`src/rtl/cdb_arbiter.sv`:
```
// cdb_arbiter: per-port one-entry result buffers feeding a round-robin
// arbiter that drives the registered common data bus outputs.

// One-entry holding buffer for a single execution-unit port.
module cdb_port_buf #(
    parameter int TAG_W = 4,
    parameter int ID_W  = 4
) (
    input  logic             clk,
    input  logic             rst,
    input  logic             cap,
    input  logic             clr,
    input  logic [TAG_W-1:0] in_tag,
    input  logic [31:0]      in_wdata,
    input  logic [ID_W-1:0]  in_inst_id,
    output logic             vld,
    output logic [TAG_W-1:0] tag,
    output logic [31:0]      wdata,
    output logic [ID_W-1:0]  inst_id
);

    // A capture wins over a grant-clear so a refill in the grant cycle stays valid.
    always_ff @(posedge clk) begin
        if (rst)
            vld <= 1'b0;
        else if (cap)
            vld <= 1'b1;
        else if (clr)
            vld <= 1'b0;
    end

    // Payload is only meaningful while vld is set, so it needs no reset.
    always_ff @(posedge clk) begin
        if (cap) begin
            tag     <= in_tag;
            wdata   <= in_wdata;
            inst_id <= in_inst_id;
        end
    end

endmodule

module cdb_arbiter #(
    parameter int N_PORT    = 4,
    parameter int TAG_W     = 4,
    parameter int ROB_DEPTH = 16,
    parameter int ROB_PTR_W = $clog2(ROB_DEPTH)
) (
    input  logic                               clk,
    input  logic                               rst,
    input  logic [N_PORT-1:0]                  exu_req,
    output logic [N_PORT-1:0]                  exu_rdy,
    input  logic [N_PORT-1:0][TAG_W-1:0]       exu_tag,
    input  logic [N_PORT-1:0][31:0]            exu_wdata,
    input  logic [N_PORT-1:0][ROB_PTR_W-1:0]   exu_inst_id,
    output logic                               cdb_wr,
    output logic [TAG_W-1:0]                   cdb_tag,
    output logic [31:0]                        cdb_wdata,
    output logic [ROB_PTR_W-1:0]               cdb_inst_id
);

    localparam int PTR_W = (N_PORT > 1) ? $clog2(N_PORT) : 1;

    logic [N_PORT-1:0]                buf_vld;
    logic [N_PORT-1:0][TAG_W-1:0]     buf_tag;
    logic [N_PORT-1:0][31:0]          buf_wdata;
    logic [N_PORT-1:0][ROB_PTR_W-1:0] buf_inst_id;
    logic [N_PORT-1:0]                grant;
    logic [N_PORT-1:0]                cap;
    logic [PTR_W-1:0]                 ptr;
    logic [PTR_W-1:0]                 gidx;
    logic [PTR_W-1:0]                 idx;
    logic                             any_grant;
    int                               sum;

    // Ready depends only on registered state, never on exu_req.
    assign exu_rdy = rst ? '0 : (~buf_vld | grant);
    assign cap     = exu_req & exu_rdy;

    generate
        for (genvar g = 0; g < N_PORT; g++) begin : g_port
            cdb_port_buf #(
                .TAG_W (TAG_W),
                .ID_W  (ROB_PTR_W)
            ) u_buf (
                .clk        (clk),
                .rst        (rst),
                .cap        (cap[g]),
                .clr        (grant[g]),
                .in_tag     (exu_tag[g]),
                .in_wdata   (exu_wdata[g]),
                .in_inst_id (exu_inst_id[g]),
                .vld        (buf_vld[g]),
                .tag        (buf_tag[g]),
                .wdata      (buf_wdata[g]),
                .inst_id    (buf_inst_id[g])
            );
        end
    endgenerate

    // Round-robin scan from ptr with explicit wrap (works for any N_PORT).
    always_comb begin
        grant     = '0;
        gidx      = '0;
        any_grant = 1'b0;
        sum       = 0;
        idx       = '0;
        for (int off = 0; off < N_PORT; off++) begin
            sum = int'(ptr) + off;
            if (sum >= N_PORT)
                sum = sum - N_PORT;
            idx = PTR_W'(sum);
            if (!any_grant && buf_vld[idx]) begin
                any_grant  = 1'b1;
                grant[idx] = 1'b1;
                gidx       = idx;
            end
        end
    end

    // Broadcast the granted entry for one cycle and advance the pointer past it.
    always_ff @(posedge clk) begin
        if (rst) begin
            cdb_wr      <= 1'b0;
            cdb_tag     <= '0;
            cdb_wdata   <= '0;
            cdb_inst_id <= '0;
            ptr         <= '0;
        end else begin
            cdb_wr <= any_grant;
            if (any_grant) begin
                cdb_tag     <= buf_tag[gidx];
                cdb_wdata   <= buf_wdata[gidx];
                cdb_inst_id <= buf_inst_id[gidx];
                ptr         <= (gidx == PTR_W'(N_PORT - 1)) ? '0 : gidx + 1'b1;
            end
        end
    end

endmodule

```
`config.mk`:
```
export PLATFORM = sky130hd
export DESIGN_NAME = cdb_arbiter
export DESIGN_NICKNAME = d
export VERILOG_FILES = /design/src/rtl/cdb_arbiter.sv
export SDC_FILE = /design/constraint.sdc
export NUM_CORES = 1
export LEC_CHECK = 0
export ABC_AREA = 1
export CAP_MARGIN = 0
export CELL_PAD_IN_SITES_DETAIL_PLACEMENT = 1
export CELL_PAD_IN_SITES_GLOBAL_PLACEMENT = 2
export CORE_UTILIZATION = 28
export DETAILED_ROUTE_END_ITERATION = 8
export GPL_TIMING_DRIVEN = 1
export MAX_ROUTING_LAYER = met4
export PLACE_DENSITY_LB_ADDON = 0.1
export SLEW_MARGIN = 10
export SYNTH_ARGS = -nofsm -noshare
export SYNTH_HDL_FRONTEND = slang
export SYNTH_HIERARCHICAL = 1
export SYNTH_SLANG_ARGS = --single-unit
```
`constraint.sdc`:
```
create_clock -name clk -period 3.87 [get_ports clk]
set_input_delay 0.774 -clock clk [delete_from_list [all_inputs] [get_ports clk]]
set_output_delay 0.774 -clock clk [all_outputs]
set_load 0.01 [all_outputs]
```
=== Word level (Yosys, flattened, before mapping) ===
Cells that the tools add are included.

* $add $sub $neg: 8
* $lt $le $gt $ge: 13
* Equality and inequality tests: 1
* Mux-type cells: 48
* Bitwise gates (word level): 6
* Reductions and logical operators: 14

{| class="wikitable"
|+ Operators with widths
! kind !! number
|-
| binary-select mux 32 bit (select 2 bit) || 1
|-
| two-way mux 32 bit || 1
|-
| two-way mux 4 bit || 7
|-
| two-way mux 1 bit || 20
|-
| two-way mux 2 bit || 9
|-
| binary-select mux 4 bit (select 2 bit) || 2
|-
| OR 4 bit || 4
|-
| less-than comparator 2 x 3 -> 1 bit (second input constant) || 5
|-
| >= comparator 3 bit (second input constant) || 3
|-
| binary-select mux 1 bit (select 2 bit) || 4
|-
| demux 1 bit (select 2 bit) || 4
|-
| >= comparator 2 x 1 -> 1 bit (second input constant) || 4
|-
| nonzero test 2 bit || 4
|-
| subtractor 2 x 1 -> 2 bit (second input constant) || 4
|-
| logical AND 1 bit || 7
|-
| adder 2 x 2 -> 3 bit (second input constant) || 2
|-
| AND 4 bit || 1
|-
| NOT 4 bit || 1
|-
| adder 2 x 1 -> 3 bit (second input constant) || 1
|-
| >= comparator 2 x 3 -> 1 bit (second input constant) || 1
|-
| logical NOT 1 bit || 3
|-
| adder 2 x 1 -> 2 bit (second input constant) || 1
|-
| equality test 2 bit (second input constant) || 1
|}

* Bits in registers: 207
* Word-level logic and storage cells: 111

=== Depth between registers and ports, before layout ===
Gate-level depths: netlist of the first run.

* Depth after elaboration: 18
* Gate-level depth with buffers: 16
* Gate-level depth less buffers: 15

=== Cells and area by module ===
Netlist of the first run, hierarchy kept.

{| class="wikitable"
|+ By module, submodules not included
! module !! times used !! cells an instance !! area an instance (µm²)
|-
| cdb_port_buf || 4 || 45 || 1241.2
|-
| cdb_arbiter || 1 || 715 || 3932.5
|}

=== Least setup slack after synthesis of the first run ===
OpenSTA, ideal clock, no wires.

* Path kind: register to register
* Start point: register ptr[0]
* End point: register g_port[0].u_buf.inst_id[0] (enable)
* Library setup time: 0.439 ns
* Arrival time: 3.496 ns
* Path slack: -0.065 ns
* Stages on the path, launching flop included: 11
* Period minus slack after synthesis: 3.935 ns
* Cells stage by stage: dfxtp_1 -> inv_2 -> ha_1 -> inv_1 -> nand2_1 -> nand2_2 -> nor3_1 -> a21oi_1 -> nand3_1 -> nand2_1 -> nor2_1

* Longest elaborated chain between the ends: 17

{| class="wikitable"
|+ RTL lines
! element !! line !! text
|-
| start: declaration || 70 || <nowiki>logic [PTR_W-1:0] ptr;</nowiki>
|-
| start signal: assignment || 135 || <nowiki>ptr <= (gidx == PTR_W'(N_PORT - 1)) ? '0 : gidx + 1'b1;</nowiki>
|-
| branches (longest 13 deep; another with adder 2 x 1 -> 3 bit) || - ||
|-
| two-way mux 4 bit * || 113 || <nowiki>if (!any_grant && buf_vld[idx]) begin</nowiki>
|-
| OR 4 bit * || 77 || <nowiki>assign exu_rdy = rst ? '0 : (~buf_vld | grant);</nowiki>
|-
| two-way mux 4 bit * || 77 ||
|-
| AND 4 bit * || 78 || <nowiki>assign cap = exu_req & exu_rdy;</nowiki>
|-
| net cap[0] || 69 || <nowiki>logic [N_PORT-1:0] cap;</nowiki>
|-
| end signal: assignment || 37 || <nowiki>inst_id <= in_inst_id;</nowiki>
|-
| end: declaration || 19 || <nowiki>output logic [ID_W-1:0] inst_id</nowiki>
|}

Mark *: on every way through the listed nets, which the timed path passes. The select of a mux whose other input is x is not followed.
A chain may end at the register's enable or synchronous reset.

=== Worst setup path after layout of the first run ===
* Start point: register ptr[1]
* End point: output exu_rdy[3]

* Longest elaborated chain between the ends: 16

{| class="wikitable"
|+ RTL lines
! element !! line !! text
|-
| branches (longest 13 deep; another with adder 2 x 1 -> 3 bit) || - ||
|-
| two-way mux 4 bit * || 113 ||
|-
| OR 4 bit * || 77 ||
|-
| two-way mux 4 bit * || 77 ||
|-
| end: declaration || 52 || <nowiki>output logic [N_PORT-1:0] exu_rdy,</nowiki>
|}

Every way passes the cells marked *. The select of a mux whose other input is x is not followed.

==> results.md, run 1 <==
* DRT Pass-1 Iters at 4
* Critical Path AT at 2.92 ns
* Dpl hpwl at 17,960 um
* Layout cells sized above 1 at 8.067%
* CTS tree: built
* Post-Syn Instances at 895
* Slew Limit Fails at 0
* Final GP Congestion at 0.7594
* Initial Util at 28.78%
* GRT overflow at 0
* Worst-Skew Late Latency at 0.54 ns
* Fmax at 270.8 MHz
* Worst slew pin tran at 0.8532 ns
* Worst-path cell chain: clkinvlp_4 -> ha_4 -> inv_1 -> nand2_1 -> nand2_2 -> nor2_4 -> nand3b_1 -> inv_2 -> nand2_1 -> nand3_1 -> nand2_1 -> inv_1 -> clkdlybuf4s50_1
* Final Cell Area at 12,400 um2
* Syn_nets at 1,067
* Placed Instance Area at 11,510 um2
* H-tree depth at 1
* Max-cap violations at 0
* Synth unique cells at 26
* Worst hold path class: reg2reg
* Fin util at 40.11%
* Initial DRC Count at 297
* Slowest CP cell: clkdlybuf4s50_1
* Worst-path clk slew at 0.06 ns
* Initial antenna violation count at 3
* Worst slew margin at 43.12%
* Final WL at 28,220 um
* TritonCTS Buffers at 26
* Final net count at 1,282
* Post-synth EDFFs at 160
* Via Count at 6,966
* Gate power share at 50.3%
* Clock Root Buffer: clkbuf_16
* Vias in the first global route at 7,341
* Required time of the critical path at 3.10 ns
* DR WL/cell at 18.48 um
* Final setup fails at 0
* Top cell by count, worst path: nand2_1
* Final hold viol count at 0
* Top cells by area, synth: edfxtp_1, dfxtp_1, nand3_1, nand2_1, inv_1
* Clock Sinks at 207
* Synthesized area per cell at 9.941 um2
* Synthesis-stage register bit count at 207
* CP peak stage delay at 0.52 ns
* Leak at 5.279 nW
* Clk pwr share at 21.6%
* Die area at 32,490 um2
* DRC viols at 0
* Post-route ant nets at 0
* Period utilization at 95.43%
* Floorplan row count at 64
* Pin count of the biggest net entering global routing at 66
* Die height at 180.3 um
* Outcome: finished, final reports clean
* Netlist Area Pre-Place at 8897 um2
* Port bufs at 210
* Vias per cell at 4.562
* WS Path Type: reg2out
* All-Layer GR Usage at 17.98%
* Switching share of power at 43.72%
* Register area share after synthesis at 64.58%
* Core Region at 30,910 um2
* Yosys top cell area share at 54.00%
* Reg power frac at 28.0%
* First-pass GRT wire length at 43,530 um
* Worst-path maximum fanout at 8
* Crit start category: flop
* Ys async rst share at 0%
* Int Pwr at 0.005918 W
* Pwr/cell area at 848.1 nW/um2
* Psw at 0.004596 W
* Boundary Pins at 211
* CP Capture Type: primary output
* Commonest register cell after synthesis: edfxtp_1
* Fin crit period at 3.693 ns
* Setup TNS at 0 ns
* Area growth syn-to-layout at 39.33%
* Width of the die at 180.3 um
* Synth area leader: edfxtp_1
* CTS Buffer Depth at 3
* Yosys warnings at 6
* Max VDD drop at 0.5280 mV
* Clk_skew at 0.01872 ns
-- metal layers --
metal  share of wire, %  vias up  wire length [um]  track usage, %
li1                   -     3415                 -               -
met1                 43     3353             12140           21.99
met2                 49      166             13790           30.64
met3                6.0       32              1690           3.314
met4                2.1        0               592           4.274
met5                  0        -                 0               -
-- cell usage in the layout, fill, tap and decap left out, drive strengths merged, types with 9 or more instances in the layout --
| cell | n |
|---|---|
| inv | 181 |
| edfxtp | 160 |
| buf | 26 |
| nand2 | 183 |
| dfxtp | 47 |
| nand3 | 152 |
| clkbuf | 34 |
| clkinv | 11 |
| clkdlybuf4s50 | 210 |
| o21ai | 31 |
| a21oi | 9 |
| nand4 | 65 |
-- what timing repair did --
action | in CTS | in global routing
endpoints found under the setup margin | 4 | 4
pin swaps | 0 | 1
setup buffers | 0 | 7
resized for setup | 5 | 2
hold buffers | 0 | 0
-- flip-flops by register name (all words and copies together) (netlist names) --
name,count
cdb_wdata,32
cdb_tag,4
g_port.u_buf/tag,16
ptr,2
g_port.u_buf/wdata,128
g_port.u_buf/vld,4
cdb_inst_id,4
g_port.u_buf/inst_id,16
cdb_wr,1
-- critical path: cells and delay by family (launching register included) --
kind	cells	cell delay, ns
adder cells (fa/ha/maj)	1	0.32
buffers and inverters	5	0.93
flip-flops	1	0.40
AND/OR/NAND/NOR	7	0.72
-- kinds of logic after synthesis --
kind of cell | share of synthesized area, %
and+or+nand+nor | 21.59
DFF | 64.58
adders and majority gates | 0.8437
buffers and inverters | 10.35
AOI/OAI and AO/OA | 2.644
-- synth_stat cells (2+ instances only) --
cell type	instances
nand4_1	65
nand2_1	179
inv_2	5
o21ai_0	29
o21ai_1	2
edfxtp_1	160
ha_1	6
a31oi_1	2
inv_1	176
nor2_1	4
a21oi_2	4
dfxtp_1	47
clkbuf_1	11
clkinv_1	2
a21oi_1	5
nand2_2	4
buf_4	3
nand3_1	150
buf_2	31
buf_1	4
-- worst paths after layout --
check | slack [ns] | depth (start not counted) | endpoint | from
worst max-delay path | 0.18 | 13 | exu_rdy[3] | ptr[1]$_SDFFE_PP0P_
worst min-delay path | 0.47 | 2 | cdb_wdata[10]$_SDFFE_PP0P_ | cdb_wdata[10]$_SDFFE_PP0P_
worst max register to register | 0.91 | 16 | cdb_wdata[10]$_SDFFE_PP0P_ | ptr[1]$_SDFFE_PP0P_
worst min register to register | 0.47 | 2 | cdb_wdata[10]$_SDFFE_PP0P_ | cdb_wdata[10]$_SDFFE_PP0P_
-- area by class of cell --
class	count	area [um2]
antenna	3	7.507
clock buffer	34	700.7
clock inverter	12	98.84
fill	3506	18510
inverter	183	690.7
multi-input combinational	456	2291
sequential	207	5753
tap	396	495.5
timing repair buffer	236	2360
-- stage by stage --
stage               std cells  hold slack, ns  setup slack (ns)  total power [W]
global route             1527          0.4964          -0.02476          0.01142
detailed placement       1471          0.4635            0.3294         0.008308
finish                   1527          0.4707            0.1770          0.01051
global placement         1471          0.4614            0.3660         0.008277
CTS                      1517          0.4734           0.08094          0.01066
floorplan                 895          0.4681            0.6090         0.006342
-- power by group through the flow --
stage	Clock (W)	Combinational [W]	Sequential, W
after floorplan	0	0.00333	0.00301
after global placement	0	0.00529	0.00299
after detailed placement	0	0.00532	0.00299
after CTS	0.00235	0.00536	0.00295
after global routing	0.00243	0.00601	0.00298
final	0.00227	0.00529	0.00295
Note: power is estimated with default switching activity, not from simulation.
==> inputs of run 2 (changes only) <==
Settings changed: SLEW_MARGIN 10 to 20.
==> results of run 2 <==
The final DEF is identical to that of run 1; final timing and power are the same.
==> inputs of run 3 (changes only) <==
Settings changed: SETUP_SLACK_MARGIN set to 0.1.
==> results.md, run 3 (synthesis gave the netlist of run 1 again) <==
* Outcome: finished, final reports clean
* DRC viols at 0
* Final WL at 28,330 um
* Final GP Congestion at 0.7594
* TritonCTS Buffers at 26
* Largest reg by FF count: g_port.u_buf/wdata
* CTS Buffer Depth at 3
* Layout cells sized above 1 at 8.311%
* Beginning of the worst hold path: cdb_wdata[10]$_SDFFE_PP0P_
* CP Capture Type: primary output
* Final net count at 1,285
* Final setup fails at 0
* Largest registers: g_port.u_buf/wdata: 128 flops, cdb_wdata: 32 flops
* DR WL/cell at 18.52 um
* Commonest non-fill, non-tap cell in the layout: clkdlybuf4s50_1
* Worst-path maximum fanout at 8
* Clock Root Buffer: clkbuf_16
* Die height at 180.3 um
* Fin crit period at 3.589 ns
* Dpl hpwl at 17,960 um
* Initial antenna violation count at 3
* Required time of the critical path at 3.10 ns
* Placed Instance Area at 11,510 um2
* Final WS setup at 0.2806 ns
* Max-cap violations at 0
* Initial DRC Count at 292
* Critical Path AT at 2.82 ns
* DRT Pass-1 Iters at 4
* Worst slew margin at 42.63%
* GRT overflow at 0
* Slew Limit Fails at 0
* RSZ-0062 raised after global routing: no
* Floorplan row count at 64
* Initial Util at 28.78%
* Via Count at 7,001
* Worst hold path class: reg2reg
* Clk_skew at 0.01851 ns
* Port bufs at 210
* Max VDD drop at 0.5310 mV
* Max reg flops at 128
* All-Layer GR Usage at 18.01%
* Pin count of the biggest net entering global routing at 66
* Placed insts at 1,471
* R2r startpoint: ptr[0]$_SDFFE_PP0P_
* Worst Setup SP: ptr[0]$_SDFFE_PP0P_
* Worst-Skew Late Latency at 0.54 ns
* Crit start category: flop
* Vias per cell at 4.576
* Area growth syn-to-layout at 39.67%
* Boundary Pins at 211
* Post-route ant nets at 0
* Final hold viol count at 0
* Final Cell Area at 12,430 um2
* Core Region at 30,910 um2
* Place WS at 0.3294 ns
* Worst slew pin tran at 0.8605 ns
* Vias in the first global route at 7,347
* Most frequent cells in the layout: clkdlybuf4s50_1, nand2_1, inv_1
* Die area at 32,490 um2
* WS Path Type: reg2out
* Pwr/cell area at 849.3 nW/um2
* Setup TNS at 0 ns
* Width of the die at 180.3 um
* Period utilization at 92.75%
* Leak at 5.328 nW
* First-pass GRT wire length at 43,590 um
* Final std cells w/o fill at 1,530
* Fmax at 278.6 MHz
* CTS tree: built
* H-tree depth at 1
* Worst-path clk slew at 0.06 ns
* Clock Sinks at 207
[run 3: changes by cell type in the layout (fill, tap and decap cells not counted)]
| cell | previous run | this run |
|---|---|---|
| dlymetal6s2s_1 | 0 | 3 |
| clkdlybuf4s50_1 | 210 | 207 |
| buf_4 | 21 | 24 |
[run 3: power by group]
group	internal [W]	switching [W]	total (W)	leakage, nW
Clock	0.00134	0.000935	0.00227	0.391
Sequential	0.00277	0.000167	0.00294	1.89
Combinational	0.00183	0.00352	0.00534	3.05
[run 3: what timing repair did]
item                                    in CTS  in global routing
endpoints found under the setup margin       4                  4
buffers inserted                             1                  9
gates resized for setup                      6                  4
pin swaps                                    0                  1
hold buffers                                 0                  0
[run 3: routing by layer]
layer / global-route usage (%) / vias up / part of all wire, %
met1: 21.99 / 3394 / 44
li1: - / 3420 / -
met4: 4.274 / 0 / 2.1
met3: 3.314 / 35 / 4.6
met2: 30.71 / 152 / 49
met5: - / - / 0
[run 3: critical path, cell delays in order (launching register included)]
cell,delay [ns]
dfxtp_4,0.39
inv_2,0.11
ha_4,0.30
inv_1,0.07
nand2_1,0.08
nand2_2,0.11
nor2_4,0.14
nand3b_1,0.12
inv_2,0.11
nand2_1,0.07
nand3_1,0.08
nand2_1,0.10
inv_1,0.07
clkdlybuf4s50_1,0.52
[run 3: per-stage QoR]
| stage | hold WS [ns] | power, W | util [%] |
|---|---|---|---|
| 2_1_floorplan | 0.4681 | 0.006342 | - |
| 3_3_place_gp | 0.4614 | 0.008277 | 37.23 |
| 3_5_place_dp | 0.4635 | 0.008308 | 37.23 |
| 4_1_cts | 0.4734 | 0.01067 | 39.93 |
| 5_1_grt | 0.4964 | 0.01145 | 40.20 |
| 6_report | 0.4706 | 0.01055 | 40.20 |
[run 3: final cells by class]
| cell class | count | area, um2 |
|---|---|---|
| Tap cell | 396 | 495.5 |
| Clock inverter | 12 | 98.84 |
| Sequential cell | 207 | 5753 |
| Fill cell | 3506 | 18480 |
| Inverter | 183 | 690.7 |
| Timing Repair Buffer | 239 | 2390 |
| Multi-Input combinational cell | 456 | 2291 |
| Antenna cell | 3 | 7.507 |
| Clock buffer | 34 | 700.7 |
[run 3: worst paths after layout]
kind / to / slack, ns / depth (start not counted)
max: exu_rdy[0] / 0.28 / 13
min: cdb_wdata[10]$_SDFFE_PP0P_ / 0.47 / 2
max reg2reg: cdb_wdata[8]$_SDFFE_PP0P_ / 0.95 / 16
min reg2reg: cdb_wdata[10]$_SDFFE_PP0P_ / 0.47 / 2
